[config.mk]
export PLATFORM = sky130hd
export DESIGN_NAME = apb_protocol_monitor
export DESIGN_NICKNAME = d
export VERILOG_FILES = /design/src/rtl/apb_protocol_monitor.sv
export SDC_FILE = /design/constraint.sdc
export NUM_CORES = 1
export LEC_CHECK = 0
export CORE_MARGIN = 3
export CORE_UTILIZATION = 35
export DETAILED_ROUTE_END_ITERATION = 6
export PLACE_DENSITY_LB_ADDON = 0.2
export SKIP_CTS_REPAIR_TIMING = 1
export SYNTH_ARGS = -nofsm -noshare
export SYNTH_HDL_FRONTEND = slang
export SYNTH_SLANG_ARGS = --single-unit
export TNS_END_PERCENT = 30
[constraint.sdc]
create_clock -name clk_i -period 3.2 [get_ports clk_i]
set_clock_uncertainty 0.2 [all_clocks]
set_input_delay 0.64 -clock clk_i [delete_from_list [all_inputs] [get_ports clk_i]]
set_output_delay 0.64 -clock clk_i [all_outputs]
set_load 0.05 [all_outputs]
[src/rtl/apb_protocol_monitor.sv]
// ---------------------------------------------------------------------------
// apb_protocol_monitor
//
// Passive APB3 bus monitor and protocol checker. It watches a requester /
// completer pair and never drives the bus. It tracks the bus phase
// (IDLE / SETUP / ACCESS), flags protocol violations, counts completed
// transfers and violating cycles, and captures the last completed transfer.
//
// Optional feature macro: APB_MON_XCHK_EN
//   When defined, error bit [5] flags X/Z values on the bus. This check is
//   for simulation only.
//   When undefined, bit [5] is tied to 0 and no X logic is built.
//
// Parameters:
//   ADDR_W   paddr width
//   DATA_W   pwdata / prdata width
//   TIMEOUT  max consecutive wait cycles before a timeout error (>= 1)
//   CNT_W    width of the saturating transfer / violation counters
//
// Ports:
//   clk_i         clock; every input is sampled on the rising edge
//   reset         synchronous, active-high reset
//   psel, penable, pwrite, paddr, pwdata, prdata, pready   observed APB bus
//   clr_i         clears err_sticky_o, xfer_cnt_o and viol_cnt_o
//   err_pulse_o   per-check error flags, one-cycle pulse
//                 [0] SEQ  [1] SETUP  [2] STABLE  [3] DROP  [4] TIMEOUT  [5] XCHK
//   err_sticky_o  OR-accumulation of err_pulse_o until clr_i / reset
//   done_o        one-cycle pulse when a transfer completes
//   last_addr_o   paddr of the last completed transfer
//   last_data_o   pwdata (write) or prdata (read) of the last completed transfer
//   last_write_o  pwrite of the last completed transfer
//   xfer_cnt_o    completed transfers, saturating
//   viol_cnt_o    cycles with at least one error, saturating
// ---------------------------------------------------------------------------
module apb_protocol_monitor #(
    parameter int ADDR_W  = 3,
    parameter int DATA_W  = 8,
    parameter int TIMEOUT = 16,
    parameter int CNT_W   = 8
) (
    input  logic              clk_i,
    input  logic              reset,
    input  logic              psel,
    input  logic              penable,
    input  logic              pwrite,
    input  logic [ADDR_W-1:0] paddr,
    input  logic [DATA_W-1:0] pwdata,
    input  logic [DATA_W-1:0] prdata,
    input  logic              pready,
    input  logic              clr_i,
    output logic [5:0]        err_pulse_o,
    output logic [5:0]        err_sticky_o,
    output logic              done_o,
    output logic [ADDR_W-1:0] last_addr_o,
    output logic [DATA_W-1:0] last_data_o,
    output logic              last_write_o,
    output logic [CNT_W-1:0]  xfer_cnt_o,
    output logic [CNT_W-1:0]  viol_cnt_o
);

    localparam int WCNT_W = $clog2(TIMEOUT + 1);

    // The state is the bus phase seen at the previous clock edge.
    typedef enum logic [1:0] {
        ST_IDLE,
        ST_SETUP,
        ST_ACCESS
    } state_t;

    state_t            state;
    logic [WCNT_W-1:0] wait_cnt;
    logic [ADDR_W-1:0] lat_addr;
    logic              lat_write;
    logic [DATA_W-1:0] lat_wdata;

    logic              sel_en;
    logic              changed;
    logic              complete;
    logic [WCNT_W-1:0] wait_next;
    logic              wait_timeout;
    logic              xchk;
    logic [5:0]        err_now;
    logic [CNT_W-1:0]  xfer_base;
    logic [CNT_W-1:0]  viol_base;
    logic [5:0]        sticky_base;

    assign sel_en       = psel & penable;
    assign complete     = (state != ST_IDLE) & sel_en & pready;
    assign wait_next    = wait_cnt + WCNT_W'(1);
    assign wait_timeout = (wait_next == WCNT_W'(TIMEOUT));

    // Write data only matters for writes; a read may drive anything on pwdata.
    assign changed = (paddr != lat_addr) | (pwrite != lat_write) |
                     (lat_write & (pwdata != lat_wdata));

`ifdef APB_MON_XCHK_EN
    // Control and address must always be known. Write data must be known
    // while a write is in SETUP or ACCESS. Read data only on a completing read.
    assign xchk = $isunknown({psel, penable, pwrite, paddr}) |
                  ((((state == ST_IDLE) & psel & ~penable & pwrite) |
                    ((state != ST_IDLE) & lat_write)) & $isunknown(pwdata)) |
                  (complete & ~pwrite & $isunknown(prdata));
`else
    assign xchk = 1'b0;
`endif

    // Error vector for the current cycle, derived from the phase we are leaving.
    always_comb begin
        err_now = '0;
        case (state)
            ST_IDLE: begin
                err_now[0] = penable;
            end
            ST_SETUP: begin
                if (sel_en) begin
                    err_now[2] = changed;
                    // Entering ACCESS with pready low is already the first wait cycle.
                    err_now[4] = ~pready & (TIMEOUT == 1);
                end else begin
                    err_now[1] = 1'b1;
                end
            end
            ST_ACCESS: begin
                if (sel_en) begin
                    err_now[2] = changed;
                    err_now[4] = ~pready & wait_timeout;
                end else begin
                    err_now[3] = 1'b1;
                end
            end
            default: begin
                err_now = '0;
            end
        endcase
        err_now[5] = xchk;
    end

    // A clear takes effect first; the event of the same cycle is then applied.
    assign xfer_base   = clr_i ? '0 : xfer_cnt_o;
    assign viol_base   = clr_i ? '0 : viol_cnt_o;
    assign sticky_base = clr_i ? '0 : err_sticky_o;

    always_ff @(posedge clk_i) begin
        if (reset) begin
            state        <= ST_IDLE;
            wait_cnt     <= '0;
            lat_addr     <= '0;
            lat_write    <= 1'b0;
            lat_wdata    <= '0;
            err_pulse_o  <= '0;
            err_sticky_o <= '0;
            done_o       <= 1'b0;
            last_addr_o  <= '0;
            last_data_o  <= '0;
            last_write_o <= 1'b0;
            xfer_cnt_o   <= '0;
            viol_cnt_o   <= '0;
        end else begin
            err_pulse_o  <= err_now;
            err_sticky_o <= sticky_base | err_now;
            done_o       <= complete;

            if (complete) begin
                last_addr_o  <= paddr;
                last_write_o <= pwrite;
                last_data_o  <= pwrite ? pwdata : prdata;
            end

            if (complete && !(&xfer_base)) begin
                xfer_cnt_o <= xfer_base + CNT_W'(1);
            end else begin
                xfer_cnt_o <= xfer_base;
            end

            if ((|err_now) && !(&viol_base)) begin
                viol_cnt_o <= viol_base + CNT_W'(1);
            end else begin
                viol_cnt_o <= viol_base;
            end

            case (state)
                ST_IDLE: begin
                    wait_cnt <= '0;
                    if (psel && !penable) begin
                        state     <= ST_SETUP;
                        lat_addr  <= paddr;
                        lat_write <= pwrite;
                        lat_wdata <= pwdata;
                    end
                end
                ST_SETUP: begin
                    if (sel_en && !pready) begin
                        state    <= ST_ACCESS;
                        wait_cnt <= WCNT_W'(1);
                    end else begin
                        state    <= ST_IDLE;
                        wait_cnt <= '0;
                    end
                end
                ST_ACCESS: begin
                    if (sel_en && !pready) begin
                        wait_cnt <= wait_next;
                    end else begin
                        state    <= ST_IDLE;
                        wait_cnt <= '0;
                    end
                end
                default: begin
                    state    <= ST_IDLE;
                    wait_cnt <= '0;
                end
            endcase

            // Any violation abandons the transfer being tracked.
            if (|err_now) begin
                state    <= ST_IDLE;
                wait_cnt <= '0;
            end
        end
    end

endmodule
==> results.ini <==
[cells_and_area]
seq_area_mm2=0.001161
multi_input_area_mm2=0.001435
layout.nets=411
n_antenna_cell=0
area_delta_synth_final_pct=36.36
instances_no_fill=482
fin_area_mm2=0.003646
drive_gt1_share_pct=9.399
fill_cells=709
fin_util_pct=49.74

[worst_setup_path]
worst-r2r-setup-slack_ps=810
reg2reg_to=viol_cnt_o[5]$_SDFF_PP0_
crit_start=clr_i
crit_arrival_ps=2750
timing.rr.start=wait_cnt[0]$_SDFF_PP0_
reg2regPathDepth=7
crit_type=in -> reg
cp_data_required_time_ps=3280
start_kind=input pin
end_kind=register
crit_fanout=9

[drt]
first_pass_iters=4
first_iter_violations=97
ant_nets=0
vias=2363
wire_per_inst_um=12.67
detail_route.vias_per_cell=4.902
drc=0
drt_wl_total_um=6105

[min_path]
min_path_cells=1
min_from=err_sticky_o[0]$_SDFF_PP0_
min_to=err_sticky_o[0]$_SDFF_PP0_
hold_class=reg -> reg

[clock_tree]
worstSkewPairLatency_ps=340
path_clk_slew_ps=70
root_buffer=clkbuf_8
cts.path.max_buffers=2
h-tree-depth=3
numClockSinks=58
cts-buffers-inserted=9
tritoncts=yes

[sta]
setup_viol=0
tns_ps=0
slew_violations=0
timing.fmax_mhz=374.6
slew_headroom_pct=64.46
rsz0062_at_grt=no
whs_ps=252.5
period_minus_slack_ps=2670
worst_pin_slew_ps=531.5
fin_crit_sh_pct=83.42
hold_viol=0

[global_route]
grt_antenna_before_repair=0
overflow=0
met2_usage_pct=23.70
grt.met1_usage_pct=18.07
top_usage_layer=met2
grt_pass1_wl_um=10230
grt_pass1_vias=2271
grt_max_degree=38
gr-usage-all-layers_pct=14.82
met3_usage_pct=4.827

[job]
drv_cap=0

[synth]
synth_top_cell_area_share_pct=43.43
synth.most_common_cell=dfxtp_1
synth_area_mm2=0.002674
syn_area_per_cell_um2=8.681
yosysWarnings=0
seq_area_frac_synth_pct=43.43
synth_edf_count=0
async_reset_ff_share_pct=0
syn_inst=308
synth.distinct_cells=41
synth-seq-cells=58
ys_top_cells_by_area=dfxtp_1 43%, nand2_1 5.8%, a21oi_1 5.4%
synth_ff_type=dfxtp_1
synthTopCellsByCount=58 x dfxtp_1, 41 x nand2_1, 29 x a21oi_1, 26 x nor2_1, 13 x xor2_1
synth_largest_area_cell=dfxtp_1

[placement]
place.gp.congestion=0.7881
hpwl_um=4477
post_dp_cell_area_mm2=0.003442
port_buffers=64
dp.cells=466

[floorplan]
core_mm2=0.007331
die_h_um=93.41
die_w_um=93.41
rows=31
ios=67
start_util_pct=36.47
dieArea_mm2=0.008724

[status]
outcome=completed

[pwr]
p_leak_uw=0.001360
max-vdd-ir-drop_mv=0.2847
power_density_mw_per_mm2=438.6

## per-layer routing
metal  wire, µm  vias to the layer above
met4        112                        0
met3        348                       10
li1           -                     1199
met5          0                        -
met1       2808                     1098
met2       2836                       56
## state kept, by name, summed over array words and instances (netlist names), 2 cells and up
register      count
viol_cnt_o        8
lat_addr          3
lat_wdata         8
wait_cnt          5
last_addr_o       3
state             2
err_sticky_o      5
last_data_o       8
xfer_cnt_o        8
err_pulse_o       5
## area by class of cell
type | instances | share of cell area (%)
inverter | 7 | 0.7207
multi-input combinational | 230 | 39.36
sequential | 58 | 31.85
clock buffer | 11 | 4.152
clock inverter | 5 | 1.441
timing repair buffer | 72 | 19.08
tap | 99 | 3.397
## worst max-delay path, cell delays in order
cell and delay (ps):
clkdlybuf4s50_1 660, nor2b_1 110, ha_1 250, and4b_1 220, a31oi_2 340, nand2_1 120
or2_2 280, a21oi_1 130
## stage by stage
step | setup slack [ps] | total power (µW)
2_1_floorplan | 422.2 | 858.3
3_3_place_gp | 189.6 | 924.5
3_5_place_dp | 165.3 | 926.7
4_1_cts | 527.7 | 1618
5_1_grt | 348.0 | 1661
6_report | 530.5 | 1599
## cell families after synthesis
kind of cell,count (synthesis),share of synthesized area [%]
AOI/OAI and AO/OA,58,14.55
muxes,10,3.744
buffers and inverters,21,3.229
xor gates and xnor gates,20,6.551
DFF,58,43.43
adders and majority gates,7,3.275
other,1,0.1402
and+or+nand+nor,133,25.08
## report_power, final
group	leakage (µW)	total (µW)	internal, µW	switching, µW
sequential	0.000470	744	735	8.18
combinational	0.000785	165	72.9	92.5
clock	0.000105	690	398	292
total	0.00136	1600	1210	393
## placed cells by master (no fill, tap or decap), types with 6 or more instances in the layout
master	synthesis	layout
clkdlybuf4s50_1	0	63
dfxtp_1	58	58
nand2_1	41	41
a21oi_1	29	29
nor2_1	26	26
xor2_1	13	13
clkbuf_8	0	11
nor2b_1	10	10
mux2i_1	10	10
a211oi_1	8	8
nand3_1	8	8
buf_4	2	8
inv_1	7	7
o21ai_0	7	7
xnor2_1	7	7
and3_1	7	7
ha_1	7	7
nor3_1	6	6
## worst max-delay path by stage
stage	cells after the start	end	slack, ps
global route	7	viol_cnt_o[1]$_SDFF_PP0_	350
CTS	7	viol_cnt_o[1]$_SDFF_PP0_	530
global placement	8	xfer_cnt_o[6]$_SDFF_PP0_	190
finish	8	xfer_cnt_o[6]$_SDFF_PP0_	530
floorplan	9	xfer_cnt_o[6]$_SDFF_PP0_	420
detailed placement	7	viol_cnt_o[1]$_SDFF_PP0_	170
(Power assumes the default switching activity.)
